<file path="src/rtl/i2c_pkg.sv">
// Shared types and constants for the I2C write path to the external DAC.
// Holds the FSM state encoding, quarter-phase names and the bus-drive decode.
package i2c_pkg;

    typedef enum logic [3:0] {
        ST_IDLE,
        ST_START,
        ST_ADDR,
        ST_ACK1,
        ST_CTRL,
        ST_ACK2,
        ST_DATA,
        ST_ACK3,
        ST_STOP
    } state_t;

    localparam logic [1:0] Q0 = 2'd0;
    localparam logic [1:0] Q1 = 2'd1;
    localparam logic [1:0] Q2 = 2'd2;
    localparam logic [1:0] Q3 = 2'd3;

    localparam int SYMBOLS_PER_WRITE = 29;
    localparam int TICKS_PER_SYMBOL  = 4;

    // Returns {scl_low, sda_low} for a given symbol, quarter and data bit.
    function automatic logic [1:0] bus_drive(state_t st, logic [1:0] qtr, logic bit_val);
        logic scl_low;
        logic sda_low;
        scl_low = 1'b0;
        sda_low = 1'b0;
        case (st)
            ST_START: sda_low = (qtr >= Q2);
            ST_ADDR, ST_CTRL, ST_DATA: begin
                scl_low = (qtr <= Q1);
                sda_low = ~bit_val;
            end
            ST_ACK1, ST_ACK2, ST_ACK3: scl_low = (qtr <= Q1);
            ST_STOP: begin
                scl_low = (qtr <= Q1);
                sda_low = (qtr != Q3);
            end
            default: begin
                scl_low = 1'b0;
                sda_low = 1'b0;
            end
        endcase
        return {scl_low, sda_low};
    endfunction

endpackage

</file>
<file path="src/rtl/i2c_tick_gen.sv">
// SCL quarter-period divider: one-cycle tick every CLK_DIV clocks while enabled.
// Counter restarts from zero whenever the enable drops, so each frame starts aligned.
module i2c_tick_gen #(
    parameter int CLK_DIV = 25
) (
    input  logic clk,
    input  logic reset,
    input  logic en,
    output logic tick
);

    localparam logic [15:0] LAST = 16'(CLK_DIV - 1);

    logic [15:0] cnt_q;

    always_ff @(posedge clk) begin
        if (reset || !en) begin
            cnt_q <= '0;
        end else if (cnt_q == LAST) begin
            cnt_q <= '0;
        end else begin
            cnt_q <= cnt_q + 16'd1;
        end
    end

    assign tick = en && (cnt_q == LAST);

endmodule

</file>
<file path="src/rtl/i2c_dac_transmitter.sv">
// Single-write I2C master for the waveform DAC: START, addr+W, control, sample, STOP.
// Open-drain SCL/SDA are driven through registered output enables only.
module i2c_dac_transmitter
    import i2c_pkg::*;
#(
    parameter int         CLK_DIV   = 25,
    parameter logic [6:0] DAC_ADDR  = 7'h48,
    parameter logic [7:0] CTRL_BYTE = 8'h40
) (
    input  logic       clk,
    input  logic       reset,
    input  logic [7:0] sample,
    input  logic       sample_valid,
    output logic       sample_ready,
    output logic       scl_oe,
    output logic       sda_oe,
    input  logic       sda_in,
    output logic       busy,
    output logic       ack_error
);

    state_t     state_q, state_d;
    logic [1:0] qtr_q, qtr_d;
    logic [2:0] bit_q, bit_d;
    logic [7:0] sample_q;
    logic       busy_q, ready_q, ack_err_q, ack_samp_q;
    logic       scl_oe_q, sda_oe_q;
    logic       tick, accept, ack_slot_q2_end;
    logic [7:0] tx_byte_d;

    i2c_tick_gen #(.CLK_DIV(CLK_DIV)) u_tick (
        .clk   (clk),
        .reset (reset),
        .en    (busy_q),
        .tick  (tick)
    );

    assign accept = sample_valid && ready_q;
    assign ack_slot_q2_end = tick && (qtr_q == Q2) &&
                             (state_q == ST_ACK1 || state_q == ST_ACK2 || state_q == ST_ACK3);

    always_comb begin
        state_d = state_q;
        qtr_d   = qtr_q;
        bit_d   = bit_q;
        if (state_q == ST_IDLE) begin
            if (accept) begin
                state_d = ST_START;
                qtr_d   = Q0;
                bit_d   = 3'd7;
            end
        end else if (tick) begin
            if (qtr_q != Q3) begin
                qtr_d = qtr_q + 2'd1;
            end else begin
                qtr_d = Q0;
                bit_d = bit_q - 3'd1;
                case (state_q)
                    ST_START: begin
                        state_d = ST_ADDR;
                        bit_d   = 3'd7;
                    end
                    ST_ADDR: if (bit_q == 3'd0) state_d = ST_ACK1;
                    ST_CTRL: if (bit_q == 3'd0) state_d = ST_ACK2;
                    ST_DATA: if (bit_q == 3'd0) state_d = ST_ACK3;
                    // A NACK seen in this slot skips the rest of the frame.
                    ST_ACK1: begin
                        state_d = ack_err_q ? ST_STOP : ST_CTRL;
                        bit_d   = 3'd7;
                    end
                    ST_ACK2: begin
                        state_d = ack_err_q ? ST_STOP : ST_DATA;
                        bit_d   = 3'd7;
                    end
                    ST_ACK3: state_d = ST_STOP;
                    ST_STOP: state_d = ST_IDLE;
                    default: state_d = ST_IDLE;
                endcase
            end
        end
    end

    always_comb begin
        case (state_d)
            ST_ADDR: tx_byte_d = {DAC_ADDR, 1'b0};
            ST_CTRL: tx_byte_d = CTRL_BYTE;
            ST_DATA: tx_byte_d = sample_q;
            default: tx_byte_d = 8'hFF;
        endcase
    end

    always_ff @(posedge clk) begin
        if (reset) begin
            state_q    <= ST_IDLE;
            qtr_q      <= Q0;
            bit_q      <= 3'd7;
            busy_q     <= 1'b0;
            ready_q    <= 1'b1;
            ack_err_q  <= 1'b0;
            ack_samp_q <= 1'b0;
            scl_oe_q   <= 1'b0;
            sda_oe_q   <= 1'b0;
        end else begin
            state_q    <= state_d;
            qtr_q      <= qtr_d;
            bit_q      <= bit_d;
            busy_q     <= (state_d != ST_IDLE);
            ready_q    <= (state_d == ST_IDLE);
            {scl_oe_q, sda_oe_q} <= bus_drive(state_d, qtr_d, tx_byte_d[bit_d]);
            // ack_samp_q marks the first cycle of an ACK slot's q3.
            ack_samp_q <= ack_slot_q2_end;
            if (accept) begin
                ack_err_q <= 1'b0;
            end else if (ack_samp_q && sda_in) begin
                ack_err_q <= 1'b1;
            end
        end
    end

    always_ff @(posedge clk) begin
        if (accept) begin
            sample_q <= sample;
        end
    end

    assign sample_ready = ready_q;
    assign busy         = busy_q;
    assign ack_error    = ack_err_q;
    assign scl_oe       = scl_oe_q;
    assign sda_oe       = sda_oe_q;

endmodule

</file>
<file path="config.mk">
export PLATFORM = sky130hd
export DESIGN_NAME = i2c_dac_transmitter
export DESIGN_NICKNAME = d
export VERILOG_FILES = /design/src/rtl/i2c_pkg.sv /design/src/rtl/i2c_tick_gen.sv /design/src/rtl/i2c_dac_transmitter.sv
export SDC_FILE = /design/constraint.sdc
export NUM_CORES = 1
export LEC_CHECK = 0
export CORE_MARGIN = 2
export CORE_UTILIZATION = 51
export CTS_CLUSTER_DIAMETER = 200
export CTS_CLUSTER_SIZE = 20
export DETAILED_ROUTE_END_ITERATION = 10
export HOLD_SLACK_MARGIN = 0.08
export PLACE_DENSITY_LB_ADDON = 0.2
export SLEW_MARGIN = 20
export SYNTH_ARGS = -nofsm -noshare
export SYNTH_HDL_FRONTEND = slang
export SYNTH_SLANG_ARGS = --single-unit
</file>
<file path="constraint.sdc">
create_clock -name clk -period 4.93 [get_ports clk]
set_input_delay 0.986 -clock clk [delete_from_list [all_inputs] [get_ports clk]]
set_output_delay 0.986 -clock clk [all_outputs]
set_load 0.005 [all_outputs]
</file>
==> impl_metrics.xml, run 1 <==
<?xml version="1.0" encoding="UTF-8"?>
<metrics>
  <group name="outcome">
    <metric name="status" unit="">finished, final reports clean</metric>
  </group>
  <group name="finish">
    <metric name="antenna_diodes" unit="">0</metric>
    <metric name="multiInputGateArea" unit="um2">1170</metric>
    <metric name="post_route_cells_drive_above_1_share" unit="">0.131</metric>
    <metric name="n_fill_cell" unit="">370</metric>
    <metric name="ff_latch_area" unit="um2">861</metric>
    <metric name="fin_util" unit="">0.597</metric>
    <metric name="num-nets-final" unit="">261</metric>
    <metric name="synthToLayoutAreaGrowth" unit="%">12.3</metric>
    <metric name="final_design_area_no_fill" unit="um2">2400</metric>
  </group>
  <group name="setup_path">
    <metric name="startpoint_kind_of_the_worst_setup_timing_path" unit="">input pin</metric>
    <metric name="cell_type_of_the_slowest_stage_on_the_worst_timing_path" unit="">sky130_fd_sc_hd__clkdlybuf4s50_1</metric>
    <metric name="crit_arrival" unit="ns">3.16</metric>
    <metric name="critical-path-max-stage-delay" unit="ns">0.44</metric>
    <metric name="crit_chain" unit="">clkdlybuf4s50_1 &gt; and2_1 &gt; and2_2 &gt; a311o_2 &gt; o211ai_2 &gt; and3_1 &gt; o311ai_2 &gt; a31oi_1 &gt; o32ai_1</metric>
    <metric name="timing.critical_path.buf_inv" unit="">1</metric>
    <metric name="worst-path-max-fanout" unit="">11</metric>
    <metric name="cp.required" unit="ns">5.13</metric>
    <metric name="crit_path_end_kind" unit="">register</metric>
    <metric name="crit_family" unit="">simple AND/OR/NAND/NOR gates</metric>
    <metric name="setup.worst_path.class" unit="">in -&gt; reg</metric>
  </group>
  <group name="global_routing">
    <metric name="pin_count_of_the_biggest_net_entering_global_routing" unit="">17</metric>
    <metric name="initial_antenna_violation_count" unit="">0</metric>
    <metric name="grt_first_pass_wirelength" unit="um">7130</metric>
    <metric name="first_global_vias" unit="">1532</metric>
    <metric name="grt_overflow_total" unit="">0</metric>
    <metric name="grt_use_total" unit="">0.202</metric>
  </group>
  <group name="synth">
    <metric name="synthDistinctLibCells" unit="">59</metric>
    <metric name="synth.top_cell.area_share" unit="">0.290</metric>
    <metric name="synth_area_leader_cell" unit="">sky130_fd_sc_hd__dfxtp_1</metric>
    <metric name="synth_top_cells_by_area" unit="">sky130_fd_sc_hd__dfxtp_1 (29%), sky130_fd_sc_hd__edfxtp_1 (11%), sky130_fd_sc_hd__nor2_1 (6.1%)</metric>
    <metric name="synth-edff-count" unit="">8</metric>
    <metric name="seq_area_frac_synth" unit="">0.402</metric>
    <metric name="ys.warnings.count" unit="">0</metric>
    <metric name="synth-async-reset-ratio" unit="">0</metric>
    <metric name="synth.net_count" unit="">247</metric>
    <metric name="ys_seq_elements" unit="">39</metric>
    <metric name="cell_area_synth" unit="um2">2140</metric>
    <metric name="primary_flip_flop_cell_chosen_by_synthesis_mapping" unit="">sky130_fd_sc_hd__dfxtp_1</metric>
    <metric name="syn_avg_cell_area" unit="um2">9.35</metric>
    <metric name="synth_cells" unit="">229</metric>
  </group>
  <group name="clock_tree">
    <metric name="cts_root_buffer" unit="">sky130_fd_sc_hd__clkbuf_8</metric>
    <metric name="cts.sink_count" unit="">39</metric>
    <metric name="cts_max_level" unit="">2</metric>
    <metric name="cts_buffers" unit="">5</metric>
    <metric name="clock_tree_from_tritoncts" unit="">yes</metric>
    <metric name="clk_pin_slew_worst_paths" unit="ns">0.08</metric>
    <metric name="hold_buf_cts" unit="">0</metric>
    <metric name="cts_post_setup_buffers_inserted" unit="">0</metric>
    <metric name="clock_latency" unit="ns">0.29</metric>
    <metric name="cts_repair_resize_count" unit="">0</metric>
    <metric name="clk_path_buf_depth" unit="">2</metric>
  </group>
  <group name="timing">
    <metric name="hold_viol" unit="">0</metric>
    <metric name="worst-slew-pin-transition" unit="ns">0.628</metric>
    <metric name="rsz0062_at_grt" unit="">false</metric>
    <metric name="worst_slew_margin_rel" unit="">0.578</metric>
    <metric name="hold_ws" unit="ns">0.470</metric>
    <metric name="slew_violations" unit="">0</metric>
    <metric name="fin_skew" unit="ns">0.00658</metric>
    <metric name="setup_total_negative_slack" unit="ns">0</metric>
    <metric name="finalSetupViolCount" unit="">0</metric>
    <metric name="min_period_over_period" unit="">0.600</metric>
    <metric name="max_freq" unit="GHz">0.338</metric>
    <metric name="finalCriticalPeriod" unit="ns">2.96</metric>
  </group>
  <group name="pwr">
    <metric name="static-leakage-power" unit="nW">0.855</metric>
    <metric name="worst_ir_drop_vdd" unit="mV">0.199</metric>
    <metric name="total_power" unit="mW">0.689</metric>
    <metric name="cellPowerDensity" unit="nW/um2">287</metric>
  </group>
  <group name="floorplanning">
    <metric name="fp.dieH" unit="um">68.8</metric>
    <metric name="fp.dieArea" unit="um2">4730</metric>
    <metric name="top_level_ports" unit="">17</metric>
    <metric name="die_width" unit="um">68.8</metric>
    <metric name="start_util" unit="">0.532</metric>
    <metric name="core_area" unit="um2">4030</metric>
    <metric name="rows" unit="">23</metric>
  </group>
  <group name="placed_design">
    <metric name="numPortBuffers" unit="">16</metric>
    <metric name="post_dp_cell_area" unit="um2">2290</metric>
    <metric name="routabilityCongestion" unit="">0.893</metric>
    <metric name="post_dp_hpwl" unit="um">2960</metric>
  </group>
  <group name="routing">
    <metric name="drt_pre_antenna_iters" unit="">4</metric>
    <metric name="postRouteAntennaNets" unit="">0</metric>
    <metric name="drc" unit="">0</metric>
    <metric name="detail_route.vias_per_cell" unit="">5.83</metric>
    <metric name="route.detailed.wl_per_inst" unit="um">13.8</metric>
    <metric name="first_iter_violations" unit="">230</metric>
    <metric name="vias" unit="">1715</metric>
    <metric name="detail_route.wirelength" unit="um">4050</metric>
  </group>
  <group name="min_path">
    <metric name="kind_of_path_behind_the_tightest_hold_check" unit="">reg -&gt; reg</metric>
  </group>
  <group name="flow_run">
    <metric name="timing.max_cap.violations" unit="">0</metric>
  </group>
</metrics>
layout make-up:
cell class | count | area share
sequential | 39 | 0.358
tap | 50 | 0.0260
inverter | 9 | 0.0140
clock inverter | 3 | 0.0182
timing repair buffer | 16 | 0.0666
multi-input combinational | 172 | 0.489
clock buffer | 5 | 0.0286
synthesized netlist by cell type (all sizes together), types with 5 or more instances:
library cell and count:
a21oi 14, and3 6, clkbuf 6, dfxtp 31
edfxtp 8, ha 6, inv 9, nand2 17
nand3 6, nand4 6, nor2 35, nor4 5
o21ai 9, or3 7, xor2 6
layout by cell type, fill, tap and decap left out, types with 4 or more instances in the layout:
cell type / n
sky130_fd_sc_hd__a21oi_1: 14
sky130_fd_sc_hd__and3_1: 5
sky130_fd_sc_hd__clkbuf_8: 5
sky130_fd_sc_hd__clkdlybuf4s50_1: 16
sky130_fd_sc_hd__dfxtp_1: 31
sky130_fd_sc_hd__edfxtp_1: 8
sky130_fd_sc_hd__ha_1: 6
sky130_fd_sc_hd__inv_1: 9
sky130_fd_sc_hd__nand2_1: 15
sky130_fd_sc_hd__nand2b_1: 4
sky130_fd_sc_hd__nand3_1: 6
sky130_fd_sc_hd__nand4_1: 5
sky130_fd_sc_hd__nor2_1: 35
sky130_fd_sc_hd__nor3_1: 4
sky130_fd_sc_hd__nor4_1: 4
sky130_fd_sc_hd__o21ai_0: 7
sky130_fd_sc_hd__or3_1: 7
sky130_fd_sc_hd__xor2_1: 6
path summary, 6_finish.rpt:
| path | start | to | slack [ns] | cells after the start |
|---|---|---|---|---|
| max | sample_valid | sda_oe | 1.97 | 9 |
| min | u_tick.cnt_q[0] | u_tick.cnt_q[0] | 0.47 | 1 |
| max reg2reg | u_tick.cnt_q[0] | sda_oe | 2.39 | 10 |
| min reg2reg | u_tick.cnt_q[0] | u_tick.cnt_q[0] | 0.47 | 1 |
metrics by stage:
step	instances	setup slack [ns]
after floorplan	229	2.25
after global placement	286	1.71
after detailed placement	286	1.67
after CTS	294	1.99
after global routing	294	1.77
final	294	1.97
where the power goes:
group          total, mW  switching, mW  internal (mW)
logic             0.0750         0.0377         0.0373
clock network      0.264          0.114          0.151
registers          0.350         0.0115          0.338
total              0.689          0.163          0.526
per-layer routing:
metal / share of wire / vias to the layer above / global-route usage
met2: 0.44 / 33 / 0.294
met3: 0.042 / 2 / 0.0438
li1: - / 866 / -
met1: 0.51 / 814 / 0.295
met5: 0 / - / 0
met4: 0.0057 / 0 / 0.0662
flip-flops by register name, indices dropped and copies added (netlist names), 2 cells and up:
name          flops
state_q           4
u_tick.cnt_q     16
sample_q          8
bit_q             3
qtr_q             2
logic make-up (layout without fill, tap and decap cells):
family                     after synthesis  in the layout  synth area share
DFF                                     39             39             0.402
muxes                                    3              3            0.0158
adders and majority gates                6              6            0.0350
AOI/OAI and AO/OA                       45             45             0.166
buffers and inverters                   18             33            0.0496
xor gates and xnor gates                 9              9            0.0368
and+or+nand+nor                        109            109             0.295
Note: power is estimated with default switching activity, not from simulation.
==> run 2, diff against run 1 <==
==> constraint.sdc (replaced) <==
create_clock -name clk -period 2.8 [get_ports clk]
set_input_delay 0.56 -clock clk [delete_from_list [all_inputs] [get_ports clk]]
set_output_delay 0.56 -clock clk [all_outputs]
set_load 0.005 [all_outputs]
==> run 2 against run 1 <==
Net effect:
- combinational power grew 89%
- setup slack worse by 1.7 ns
- global-route usage grew 0.71 points
- highest routed layer unchanged
- first-iteration DRC count fell by 21%
- sequential share of layout area fell by 0.20 points
- final cell count grew 1.4%
- flip-flop and latch count unchanged
- critical path depth is 1 higher
- clock power rose by 53%
==> impl_metrics.xml, run 2 (synthesis results as in run 1) <==
<?xml version="1.0" encoding="UTF-8"?>
<metrics>
  <group name="placed_design">
    <metric name="post_dp_cell_area" unit="um2">2320</metric>
    <metric name="routabilityCongestion" unit="">0.847</metric>
    <metric name="dp_cells" unit="">290</metric>
    <metric name="post_dp_hpwl" unit="um">3020</metric>
    <metric name="numPortBuffers" unit="">16</metric>
  </group>
  <group name="timing">
    <metric name="worst_slew_margin_rel" unit="">0.637</metric>
    <metric name="min_period_over_period" unit="">0.903</metric>
    <metric name="setup_total_negative_slack" unit="ns">0</metric>
    <metric name="rsz0062_at_grt" unit="">false</metric>
    <metric name="max_freq" unit="GHz">0.395</metric>
    <metric name="fin_skew" unit="ns">0.00689</metric>
    <metric name="slew_violations" unit="">0</metric>
    <metric name="hold_viol" unit="">0</metric>
    <metric name="worst-slew-pin-transition" unit="ns">0.545</metric>
    <metric name="finalCriticalPeriod" unit="ns">2.53</metric>
    <metric name="finalSetupViolCount" unit="">0</metric>
  </group>
  <group name="finish">
    <metric name="final-instance-count-excl-fill" unit="">298</metric>
    <metric name="largest-register" unit="">u_tick.cnt_q</metric>
    <metric name="final_design_area_no_fill" unit="um2">2420</metric>
    <metric name="largest_reg_flops" unit="">16</metric>
    <metric name="layout_common_cells" unit="">sky130_fd_sc_hd__nor2_1 (35), sky130_fd_sc_hd__dfxtp_1 (31), sky130_fd_sc_hd__clkdlybuf4s50_1 (16)</metric>
    <metric name="layout.cells.most_common" unit="">sky130_fd_sc_hd__nor2_1</metric>
    <metric name="synthToLayoutAreaGrowth" unit="%">12.9</metric>
    <metric name="post_route_cells_drive_above_1_share" unit="">0.145</metric>
    <metric name="fin_util" unit="">0.600</metric>
    <metric name="layout_top_registers" unit="">u_tick.cnt_q x16, sample_q x8, state_q x4</metric>
    <metric name="antenna_diodes" unit="">0</metric>
    <metric name="num-nets-final" unit="">265</metric>
  </group>
  <group name="setup_path">
    <metric name="crit_arrival" unit="ns">2.70</metric>
    <metric name="cell_type_of_the_slowest_stage_on_the_worst_timing_path" unit="">sky130_fd_sc_hd__and4_1</metric>
    <metric name="critical-path-max-stage-delay" unit="ns">0.47</metric>
    <metric name="worst-path-max-fanout" unit="">8</metric>
    <metric name="setup.worst_path.class" unit="">reg -&gt; reg</metric>
    <metric name="crit_chain" unit="">inv_1 &gt; ha_1 &gt; nor4bb_4 &gt; and4_1 &gt; a32oi_1 &gt; a21oi_1 &gt; a21oi_1 &gt; a2bb2oi_1 &gt; o31ai_1 &gt; o32ai_1</metric>
    <metric name="path_common_cell" unit="">sky130_fd_sc_hd__a21oi_1</metric>
    <metric name="cp.required" unit="ns">2.97</metric>
    <metric name="startpoint_kind_of_the_worst_setup_timing_path" unit="">register</metric>
    <metric name="crit_path_end_kind" unit="">register</metric>
  </group>
  <group name="pwr">
    <metric name="pwr-share-clk" unit="">0.348</metric>
    <metric name="cellPowerDensity" unit="nW/um2">481</metric>
    <metric name="intPower" unit="mW">0.869</metric>
    <metric name="combinationalPowerShare" unit="">0.122</metric>
    <metric name="static-leakage-power" unit="nW">0.868</metric>
    <metric name="seq_power_share" unit="">0.530</metric>
    <metric name="sw_frac_of_total" unit="">0.252</metric>
    <metric name="netSwitchingPower" unit="mW">0.293</metric>
    <metric name="worst_ir_drop_vdd" unit="mV">0.339</metric>
  </group>
  <group name="clock_tree">
    <metric name="cts_root_buffer" unit="">sky130_fd_sc_hd__clkbuf_8</metric>
    <metric name="cts_post_setup_buffers_inserted" unit="">0</metric>
    <metric name="cts_buffers" unit="">5</metric>
    <metric name="hold_buf_cts" unit="">0</metric>
    <metric name="clk_pin_slew_worst_paths" unit="ns">0.08</metric>
    <metric name="clock_latency" unit="ns">0.29</metric>
    <metric name="clk_path_buf_depth" unit="">2</metric>
    <metric name="cts_repair_resize_count" unit="">0</metric>
    <metric name="cts_max_level" unit="">2</metric>
    <metric name="clock_tree_from_tritoncts" unit="">yes</metric>
    <metric name="cts.sink_count" unit="">39</metric>
  </group>
  <group name="routing">
    <metric name="vias" unit="">1724</metric>
    <metric name="drc" unit="">0</metric>
    <metric name="postRouteAntennaNets" unit="">0</metric>
    <metric name="drt_pre_antenna_iters" unit="">4</metric>
    <metric name="route.detailed.wl_per_inst" unit="um">13.9</metric>
    <metric name="first_iter_violations" unit="">181</metric>
    <metric name="detail_route.vias_per_cell" unit="">5.79</metric>
    <metric name="detail_route.wirelength" unit="um">4140</metric>
  </group>
  <group name="global_routing">
    <metric name="pin_count_of_the_biggest_net_entering_global_routing" unit="">17</metric>
    <metric name="initial_antenna_violation_count" unit="">0</metric>
    <metric name="grt_overflow_total" unit="">0</metric>
    <metric name="grt_use_total" unit="">0.209</metric>
    <metric name="grt_first_pass_wirelength" unit="um">7200</metric>
    <metric name="first_global_vias" unit="">1525</metric>
  </group>
  <group name="floorplanning">
    <metric name="core_area" unit="um2">4030</metric>
    <metric name="start_util" unit="">0.532</metric>
    <metric name="rows" unit="">23</metric>
    <metric name="die_width" unit="um">68.8</metric>
    <metric name="top_level_ports" unit="">17</metric>
    <metric name="fp.dieH" unit="um">68.8</metric>
    <metric name="fp.dieArea" unit="um2">4730</metric>
  </group>
  <group name="flow_run">
    <metric name="timing.max_cap.violations" unit="">0</metric>
  </group>
  <group name="outcome">
    <metric name="status" unit="">finished, final reports clean</metric>
  </group>
  <group name="min_path">
    <metric name="kind_of_path_behind_the_tightest_hold_check" unit="">reg -&gt; reg</metric>
  </group>
</metrics>
==> run 2: cell count changes in the layout (fill, tap and decap cells not counted), sizes merged <==
cell / delta
inv: +1
bufinv: -1
buf: +4
clkbuf: +1
clkinv: -1
==> run 2: path summary, 6_finish.rpt <==
kind,slack (ns),from,to,depth (start not counted)
setup / recovery,0.27,u_tick.cnt_q[0],sda_oe,10
hold / removal,0.48,u_tick.cnt_q[0],u_tick.cnt_q[0],1
setup reg to reg,0.27,u_tick.cnt_q[0],sda_oe,10
hold reg to reg,0.48,u_tick.cnt_q[0],u_tick.cnt_q[0],1
==> run 2: area by class of cell <==
cell class / count / area (um2)
clock buffer: 6 / 82.6
clock inverter: 2 / 13.8
multi-input combinational: 172 / 1170
fill: 372 / 1610
timing repair buffer: 20 / 190
sequential: 39 / 861
tap: 50 / 62.6
inverter: 9 / 33.8
==> run 2: critical path, delay by kind of cell (launching register included) <==
family          cells  cell delay [ns]
simple gates        2             0.73
buf+inv             1             0.06
flops               1             0.34
compound gates      6             1.09
fa+ha+maj           1             0.16
==> run 2: power groups by stage <==
stage	Sequential [mW]	Combinational, mW	Clock, mW
after floorplan	0.618	0.0984	0
after global placement	0.629	0.138	0
after detailed placement	0.628	0.139	0
after CTS	0.615	0.142	0.419
after global routing	0.619	0.159	0.442
final	0.616	0.142	0.405
==> run 2: through the flow <==
stage	hold slack [ns]	setup slack [ns]	power [mW]
2_1_floorplan	0.437	0.542	0.717
3_3_place_gp	0.454	0.217	0.767
3_5_place_dp	0.465	0.194	0.767
4_1_cts	0.484	0.286	1.18
5_1_grt	0.513	0.0835	1.22
6_report	0.480	0.270	1.16
==> run 2: per-layer routing <==
| layer | up-vias | GRT usage | wire [um] |
|---|---|---|---|
| met2 | 48 | 0.291 | 1770 |
| met5 | - | 0 | 0 |
| met4 | 0 | 0.0809 | 48 |
| met3 | 4 | 0.0552 | 290 |
| met1 | 796 | 0.306 | 2030 |
| li1 | 876 | - | - |
==> run 3, diff against run 2 <==
--- a/config.mk
+++ b/config.mk
@@ -5,6 +5,7 @@
 export SDC_FILE = /design/constraint.sdc
 export NUM_CORES = 1
 export LEC_CHECK = 0
+export ABC_CLOCK_PERIOD_IN_PS = 2800
 export CORE_MARGIN = 2
 export CORE_UTILIZATION = 51
 export CTS_CLUSTER_DIAMETER = 200
==> results of run 3 <==
The final DEF is identical to that of run 2; final timing and power are the same.
